**config.mk**
```make
export PLATFORM = sky130hd
export DESIGN_NAME = control_sequencer
export DESIGN_NICKNAME = d
export VERILOG_FILES = /design/src/rtl/control_sequencer.sv
export SDC_FILE = /design/constraint.sdc
export NUM_CORES = 1
export LEC_CHECK = 0
export CORE_UTILIZATION = 28
export CTS_BUF_LIST = sky130_fd_sc_hd__clkbuf_8
export CTS_CLUSTER_DIAMETER = 120
export DETAILED_ROUTE_END_ITERATION = 12
export SETUP_SLACK_MARGIN = 0.5
export SLEW_MARGIN = 20
export SYNTH_ARGS = -nofsm -noshare
export SYNTH_HDL_FRONTEND = slang
export SYNTH_SLANG_ARGS = --single-unit
export TNS_END_PERCENT = 50
```
**constraint.sdc**
```tcl
create_clock -name CLK -period 2 [get_ports CLK]
set_input_delay 0.4 -clock CLK [delete_from_list [all_inputs] [get_ports CLK]]
set_output_delay 0.4 -clock CLK [all_outputs]
set_load 0.05 [all_outputs]
```
**src/rtl/control_sequencer.sv**
```systemverilog
// Two-phase (FETCH/EXEC) control unit for the 4-bit microprocessor.
// Drives datapath load enables, bus select, ALU op, immediate and ROM address.
module control_sequencer #(
  parameter int WIDTH    = 4,
  parameter int PC_WIDTH = 4
) (
  input  logic                CLK,
  input  logic                RST,
  input  logic                EN,
  input  logic [7:0]          INSTR,
  input  logic                ZERO,
  output logic [PC_WIDTH-1:0] PC,
  output logic [2:0]          REG_CE,
  output logic [1:0]          SRC_SEL,
  output logic                ALU_OP,
  output logic [WIDTH-1:0]    IMM,
  output logic                HALTED
);

  typedef enum logic [1:0] {
    S_FETCH = 2'd0,
    S_EXEC  = 2'd1,
    S_HALT  = 2'd2
  } state_t;

  localparam logic [3:0] OP_NOP = 4'h0;
  localparam logic [3:0] OP_LDI = 4'h1;
  localparam logic [3:0] OP_MOV = 4'h2;
  localparam logic [3:0] OP_ADD = 4'h3;
  localparam logic [3:0] OP_SUB = 4'h4;
  localparam logic [3:0] OP_JMP = 4'h5;
  localparam logic [3:0] OP_JZ  = 4'h6;
  localparam logic [3:0] OP_OUT = 4'h7;
  localparam logic [3:0] OP_HLT = 4'hF;

  localparam logic [1:0] SEL_IMM = 2'd0;
  localparam logic [1:0] SEL_ALU = 2'd1;
  localparam logic [1:0] SEL_A   = 2'd2;

  localparam logic [2:0] CE_A   = 3'b001;
  localparam logic [2:0] CE_B   = 3'b010;
  localparam logic [2:0] CE_OUT = 3'b100;

  localparam logic [PC_WIDTH-1:0] PC_ONE = {{(PC_WIDTH-1){1'b0}}, 1'b1};

  state_t              state;
  logic [7:0]          ir;
  logic [3:0]          opcode;
  logic [PC_WIDTH-1:0] jump_target;
  logic [PC_WIDTH-1:0] pc_inc;
  logic [2:0]          ce_dec;
  logic [1:0]          sel_dec;
  logic                op_dec;

  assign opcode = ir[7:4];
  assign pc_inc = PC + PC_ONE;

  // The 4-bit field is zero-extended or truncated independently for data and address width.
  if (WIDTH > 4) begin : g_imm_ext
    assign IMM = {{(WIDTH-4){1'b0}}, ir[3:0]};
  end else if (WIDTH == 4) begin : g_imm_eq
    assign IMM = ir[3:0];
  end else begin : g_imm_trunc
    assign IMM = ir[WIDTH-1:0];
  end

  if (PC_WIDTH > 4) begin : g_tgt_ext
    assign jump_target = {{(PC_WIDTH-4){1'b0}}, ir[3:0]};
  end else if (PC_WIDTH == 4) begin : g_tgt_eq
    assign jump_target = ir[3:0];
  end else begin : g_tgt_trunc
    assign jump_target = ir[PC_WIDTH-1:0];
  end

  always_ff @(posedge CLK) begin
    if (RST) begin
      state  <= S_FETCH;
      PC     <= '0;
      ir     <= 8'h00;
      HALTED <= 1'b0;
    end else if (EN) begin
      case (state)
        S_FETCH: begin
          ir    <= INSTR;
          state <= S_EXEC;
        end
        S_EXEC: begin
          case (opcode)
            OP_JMP: begin
              PC    <= jump_target;
              state <= S_FETCH;
            end
            OP_JZ: begin
              PC    <= ZERO ? jump_target : pc_inc;
              state <= S_FETCH;
            end
            OP_HLT: begin
              state  <= S_HALT;
              HALTED <= 1'b1;
            end
            default: begin
              PC    <= pc_inc;
              state <= S_FETCH;
            end
          endcase
        end
        S_HALT: state <= S_HALT;
        default: state <= S_FETCH;
      endcase
    end
  end

  // Decode is combinational so the load enable lands on the EXEC->FETCH edge.
  always_comb begin
    ce_dec  = 3'b000;
    sel_dec = SEL_IMM;
    op_dec  = 1'b0;
    if (state == S_EXEC) begin
      case (opcode)
        OP_LDI: begin
          sel_dec = SEL_IMM;
          ce_dec  = CE_A;
        end
        OP_MOV: begin
          sel_dec = SEL_A;
          ce_dec  = CE_B;
        end
        OP_ADD: begin
          sel_dec = SEL_ALU;
          op_dec  = 1'b0;
          ce_dec  = CE_A;
        end
        OP_SUB: begin
          sel_dec = SEL_ALU;
          op_dec  = 1'b1;
          ce_dec  = CE_A;
        end
        OP_OUT: begin
          sel_dec = SEL_A;
          ce_dec  = CE_OUT;
        end
        OP_NOP, OP_JMP, OP_JZ, OP_HLT: ce_dec = 3'b000;
        default: ce_dec = 3'b000;
      endcase
    end
  end

  // Stalls and reset must suppress the load in the very cycle they are asserted.
  assign REG_CE  = (EN && !RST) ? ce_dec : 3'b000;
  assign SRC_SEL = sel_dec;
  assign ALU_OP  = op_dec;

endmodule

```
==> qor.yml, run 1 <==
status: "finished, final reports clean"
crit_path_max_fanout: 6
drt-total-wl_microns: 2000
placed_cell_area_sq_um: 1210
final-setup-viol-count: 0
yosysWarnings: 0
hp-class: "flip-flop to flip-flop"
finalHoldViolations: 0
h-tree-depth: 1
nets: 143
initial_core_util: 0.294
cts_root_buffer: "clkbuf_8"
finalSetupTns_ns: 0
met1_length_microns: 840
total_leakage_power_nw: 0.508
period_needed_ns: 1.83
clk_latency_ns: 0.24
syn_area_sq_um: 812
globalplace.congestion: 0.721
pwr-share-comb: 0.237
drt-vias-per-instance: 5.04
grt_pass1_wl_microns: 3380
clkPwrFrac: 0.316
finClkSkew_ns: 0.00305
drv_cap: 0
cp_slowest_stage_delay_ns: 0.46
drc: 0
period_share: 0.915
final_area_sq_um: 1350
die-area_sq_um: 3120
finalWorstSetupSlack_ns: 0.169
reg2reg_depth: 5
critPathBufInv: 1
fillers: 264
drtIter0Drc: 4
netSwitchingPower_mw: 0.218
p_total_mw: 0.752
synth-seq-cells: 15
grt_pass1_vias: 789
regArea_sq_um: 312
drive_gt1_frac: 0.403
relSlewSlack: 0.682
detail_route.wl_per_cell_microns: 12.5
dp_cells: 151
clockBufferDepth: 2
clk_pin_slew_worst_paths_ns: 0.06
numCtsBuffers: 3
syn_avg_cell_area_sq_um: 8.46
syn-num-nets: 109
grt_max_degree: 16
place_ws_ns: 0.0357
dieWidth_microns: 55.9
grt_overflow: 0
cp-start-kind: "flip-flop"
area_growth_pct: 66.7
clock-sinks: 15
fp-row-count: 19
path_cells: "and2_4 > nand4_1 > nor2_4 > buf_12"
fin_cells: 160
power.density_nw_per_um2: 556
yosysTopAreaCell: "dfxtp_1"
multiInputGateArea_sq_um: 528
p_int_mw: 0.534
portBuffers: 26
routed-wl-met2_microns: 1090
rsz0062_at_grt: "true"
whs_path_depth: 2
ir_drop_mv: 0.404
crit_type: "flip-flop to output pin"
dp_hpwl_microns: 1390
maxSlewViolCount: 0
top_layer_used: "met4"
endpoint_kind: "output pin"
final_util: 0.491
netlist.area_leader.share: 0.370
grtUsageTotal: 0.133
yosysSeqAreaShare: 0.370
arrival_ns: 1.43
path_delay_family: "simple AND/OR/NAND/NOR gates"
num_vias: 807
fin_hold_ws_ns: 0.447
cp_data_required_time_ns: 1.60
ys_types: 31
seq_power_share: 0.447
worst_pin_slew_ns: 0.479
firstDrtPassIters: 4
crit_slowest_cell: "dfxtp_1"
hold_buffers: 0
core_area_sq_um: 2760
dr_wl_met3_microns: 56
cts_tree: "built"
synthTopCellsByArea: "dfxtp_1, mux2i_1, nor2_1, a21oi_1, nand2b_1"
syn-instance-count: 96
grt_antenna_before_repair: 0
cp.depth: 4
ant_nets: 0
max_clock_freq_mhz: 546
pin_count: 27
switching_share: 0.290
diodes: 0
die-height_microns: 55.9
## tightest hold or removal path: cells and delay by family, from the launching register on
kind / cells / cell delay, ns
flops: 1 / 0.31
compound gates: 1 / 0.05
buf+inv: 1 / 0.05
## cells by family after synthesis
group,after synthesis,share of synthesized area
adder cells (fa/ha/maj),1,0.0154
buffers and inverters,11,0.0801
AND/OR/NAND/NOR,46,0.299
multiplexers,9,0.111
flip-flops,15,0.370
AO/OA/AOI/OAI,14,0.125
## power by group through the flow
stage / combinational, mW / sequential [mW] / clock (mW)
2_1_floorplan: 0.106 / 0.343 / 0
3_3_place_gp: 0.161 / 0.338 / 0
3_5_place_dp: 0.164 / 0.339 / 0
4_1_cts: 0.170 / 0.335 / 0.247
5_1_grt: 0.191 / 0.339 / 0.259
6_report: 0.179 / 0.336 / 0.238
## layer usage
metal	vias up	GRT usage
met2	15	0.236
met1	392	0.163
met3	2	0.0209
li1	398	-
met4	0	0.0488
met5	-	0
## cell usage after synthesis
master     count
a41oi_1        1
nand4_1        1
and4_1         1
o311ai_1       1
buf_2          1
a211oi_1       1
inv_1          3
a21oi_1        7
or2_2          1
mux2i_1        9
dfxtp_1       15
a31oi_1        1
buf_6          1
nor2_1        17
ha_1           1
and3b_2        1
nand2_1        8
nand3b_1       2
nand2b_1       5
and2_4         1
nor3_1         1
or3_1          1
a2111oi_0      1
and2_1         1
clkbuf_1       2
a311o_1        1
nand3_1        3
nand4_2        1
buf_4          4
nand4b_1       2
a21oi_4        1
## state kept, by name, summed over array words and instances, names as in the netlist
register  flops
ir            8
state         2
HALTED        1
PC            4
## placed cells by master, fill, tap and decap left out, types with 2 or more instances in the layout
cell,count
buf_12,6
inv_1,2
clkdlybuf4s15_2,8
dfxtp_4,2
a21oi_2,2
dlygate4sd2_1,2
mux2i_1,9
and2_4,2
buf_4,10
dfxtp_2,3
dfxtp_1,10
nand3b_1,2
clkbuf_8,3
nand4b_1,2
nand2_1,6
nor2_4,4
nand2b_1,4
nor2_1,12
nand3_1,3
a21oi_1,5
clkdlybuf4s50_1,9
## worst paths after layout
kind	startpoint	end	slack, ns
worst max-delay path	state[0]	REG_CE[2]	0.17
worst min-delay path	HALTED	HALTED	0.45
worst max register to register	state[1]	PC[0]	0.54
worst min register to register	HALTED	HALTED	0.45
## final cells by class
class / instances / area share
Multi-Input combinational cell: 70 / 0.390
Tap cell: 31 / 0.0287
Inverter: 3 / 0.0120
Sequential cell: 15 / 0.230
Clock buffer: 3 / 0.0305
Timing Repair Buffer: 37 / 0.306
Clock inverter: 1 / 0.00277
## what timing repair did
action,4_1_cts,5_1_grt
gates resized for setup,41,7
setup buffers,3,2
endpoints found under the setup margin,27,10
pin swaps,6,4
hold endpoints to repair,0,0
Note: power is estimated with default switching activity, not from simulation.
==> run 2, diff against run 1 <==
- TNS_END_PERCENT: 50 -> 10
==> qor.yml, run 2 (same netlist as run 1, synthesis figures left out) <==
status: "finished, final reports clean"  # unchanged
max_clock_freq_mhz: 574  # was 546 MHz
ant_nets: 0  # unchanged
setup.worst_path.end: "REG_CE[0]"  # was REG_CE[2]
drv_cap: 0  # unchanged
p_total_mw: 0.751  # was 0.752 mW
die-area_sq_um: 3120  # unchanged
p_int_mw: 0.532  # was 0.534 mW
drive_gt1_frac: 0.331  # was 0.403
reg2reg_depth: 5  # unchanged
regArea_sq_um: 310  # was 312 sq um
power.density_nw_per_um2: 574  # was 556 nW/um^2
clk_pin_slew_worst_paths_ns: 0.06  # about the same
arrival_ns: 1.34  # was 1.43 ns
cts_tree: "built"  # unchanged
portBuffers: 26  # unchanged
grt_pass1_vias: 773  # was 789
hold_buffers: 0  # unchanged
finClkSkew_ns: 0.000823  # was 0.00305 ns
fp-row-count: 19  # unchanged
period_share: 0.871  # was 0.915
switching_share: 0.293  # was 0.290
clkPwrFrac: 0.324  # was 0.316
area_growth_pct: 61.3  # was 66.7%
fin_hold_ws_ns: 0.444  # was 0.447 ns
worst_pin_slew_ns: 0.500  # was 0.479 ns
core_area_sq_um: 2760  # unchanged
maxSlewViolCount: 0  # unchanged
hp-class: "flip-flop to flip-flop"  # unchanged
detail_route.wl_per_cell_microns: 12.7  # was 12.5 microns
total_leakage_power_nw: 0.548  # was 0.508 nW
seq_power_share: 0.446  # was 0.447
rsz0062_at_grt: "true"  # unchanged
ir_drop_mv: 0.291  # was 0.404 mV
clockBufferDepth: 2  # unchanged
r2r_slack_ns: 0.54  # about the same
die-height_microns: 55.9  # unchanged
diodes: 0  # unchanged
h-tree-depth: 1  # unchanged
crit_path_max_fanout: 2  # was 6
grt_max_degree: 11  # was 16
num_vias: 784  # was 807
grt_pass1_wl_microns: 3550  # was 3380 microns
globalplace.congestion: 0.813  # was 0.721
crit_start: "state[1]"  # was state[0]
layout_common_cells: "nor2_1, buf_4, dlygate4sd2_1"  # was nor2_1, dfxtp_1, buf_4, mux2i_1, clkdlybuf4s50_1
clk_latency_ns: 0.25  # was 0.24 ns
final_util: 0.475  # was 0.491
cts_root_buffer: "clkbuf_8"  # unchanged
multiInputGateArea_sq_um: 508  # was 528 sq um
crit_type: "flip-flop to output pin"  # unchanged
numCtsBuffers: 3  # unchanged
finalHoldViolations: 0  # unchanged
grt_overflow: 0  # unchanged
dieWidth_microns: 55.9  # unchanged
endpoint_kind: "output pin"  # unchanged
netSwitchingPower_mw: 0.220  # was 0.218 mW
nets: 144  # was 143
pwr-share-comb: 0.229  # was 0.237
layout_commonest_cell: "nor2_1"  # unchanged
drt-total-wl_microns: 2050  # was 2000 microns
largestRegisters: "ir: 8 flops, PC: 4 flops, state: 2 flops"  # unchanged
grtUsageTotal: 0.146  # was 0.133
drtIter0Drc: 11  # was 4
drc: 0  # unchanged
drt-vias-per-instance: 4.87  # was 5.04
period_needed_ns: 1.74  # was 1.83 ns
final-setup-viol-count: 0  # unchanged
pin_count: 27  # unchanged
fillers: 275  # was 264
grt_antenna_before_repair: 0  # unchanged
regToRegStartpoint: "ir[4]"  # was state[1]
largest_register: "ir"  # unchanged
cp-start-kind: "flip-flop"  # unchanged
largest_reg_flops: 8  # unchanged
cp_data_required_time_ns: 1.60  # about the same
firstDrtPassIters: 4  # unchanged
finalSetupTns_ns: 0  # unchanged
dp_hpwl_microns: 1470  # was 1390 microns
relSlewSlack: 0.668  # was 0.682
initial_core_util: 0.294  # unchanged
reg2reg_to: "PC[3]"  # was PC[0]
clock-sinks: 15  # unchanged
run 2: cell count changes in the layout (fill, tap and decap cells not counted), sizes merged:
| cell | delta |
|---|---|
| buf | +1 |
| clkdlybuf4s15 | -9 |
| dlygate4sd2 | +9 |
run 2: worst max-delay path, stage by stage, from the launching register on:
cell	delay, ns
dfxtp_2	0.33
nor2_4	0.11
nand2_2	0.09
a2111oi_4	0.38
buf_12	0.18
run 2: power by group through the flow:
stage	Sequential (mW)	Combinational [mW]	Clock (mW)
global route	0.338	0.186	0.266
floorplan	0.343	0.0998	0
finish	0.335	0.172	0.244
detailed placement	0.339	0.162	0
CTS	0.335	0.172	0.258
global placement	0.339	0.160	0
run 2: cell type report:
class                      instances  share of cell area
clock buffer                       3              0.0315
clock inverter                     1             0.00287
inverter                           3             0.00860
multi-input combinational         70               0.388
sequential                        15               0.237
tap                               31              0.0296
timing repair buffer              38               0.303
run 2: how the worst min path moves through the flow:
stage / start / end / slack (ns) / cells past startpoint
after global placement: HALTED / HALTED / 0.44 / 2
after detailed placement: HALTED / HALTED / 0.44 / 2
final: HALTED / HALTED / 0.44 / 2
after CTS: HALTED / HALTED / 0.45 / 2
after global routing: HALTED / HALTED / 0.47 / 2
after floorplan: state[1] / state[1] / 0.46 / 2
run 2: timing repair:
action | in CTS | in global routing
resized for setup | 25 | 1
endpoints found under the hold margin | 0 | 0
pin swaps | 5 | 0
setup buffers | 6 | 0
endpoints found under the setup margin | 23 | 17
run 2: stage by stage:
stage | instances | setup WS [ns] | cell area [sq um]
after floorplan | 96 | 0.272 | 843
after global placement | 151 | 0.0604 | 1190
after detailed placement | 151 | 0.0429 | 1190
after CTS | 161 | 0.246 | 1310
after global routing | 161 | 0.181 | 1310
final | 161 | 0.258 | 1310
run 2: metal layers:
layer	share of wire	vias to the layer above	global-route usage
li1	-	400	-
met4	0.021	0	0.0732
met5	0	-	0
met1	0.46	355	0.189
met2	0.47	26	0.229
met3	0.046	3	0.0302
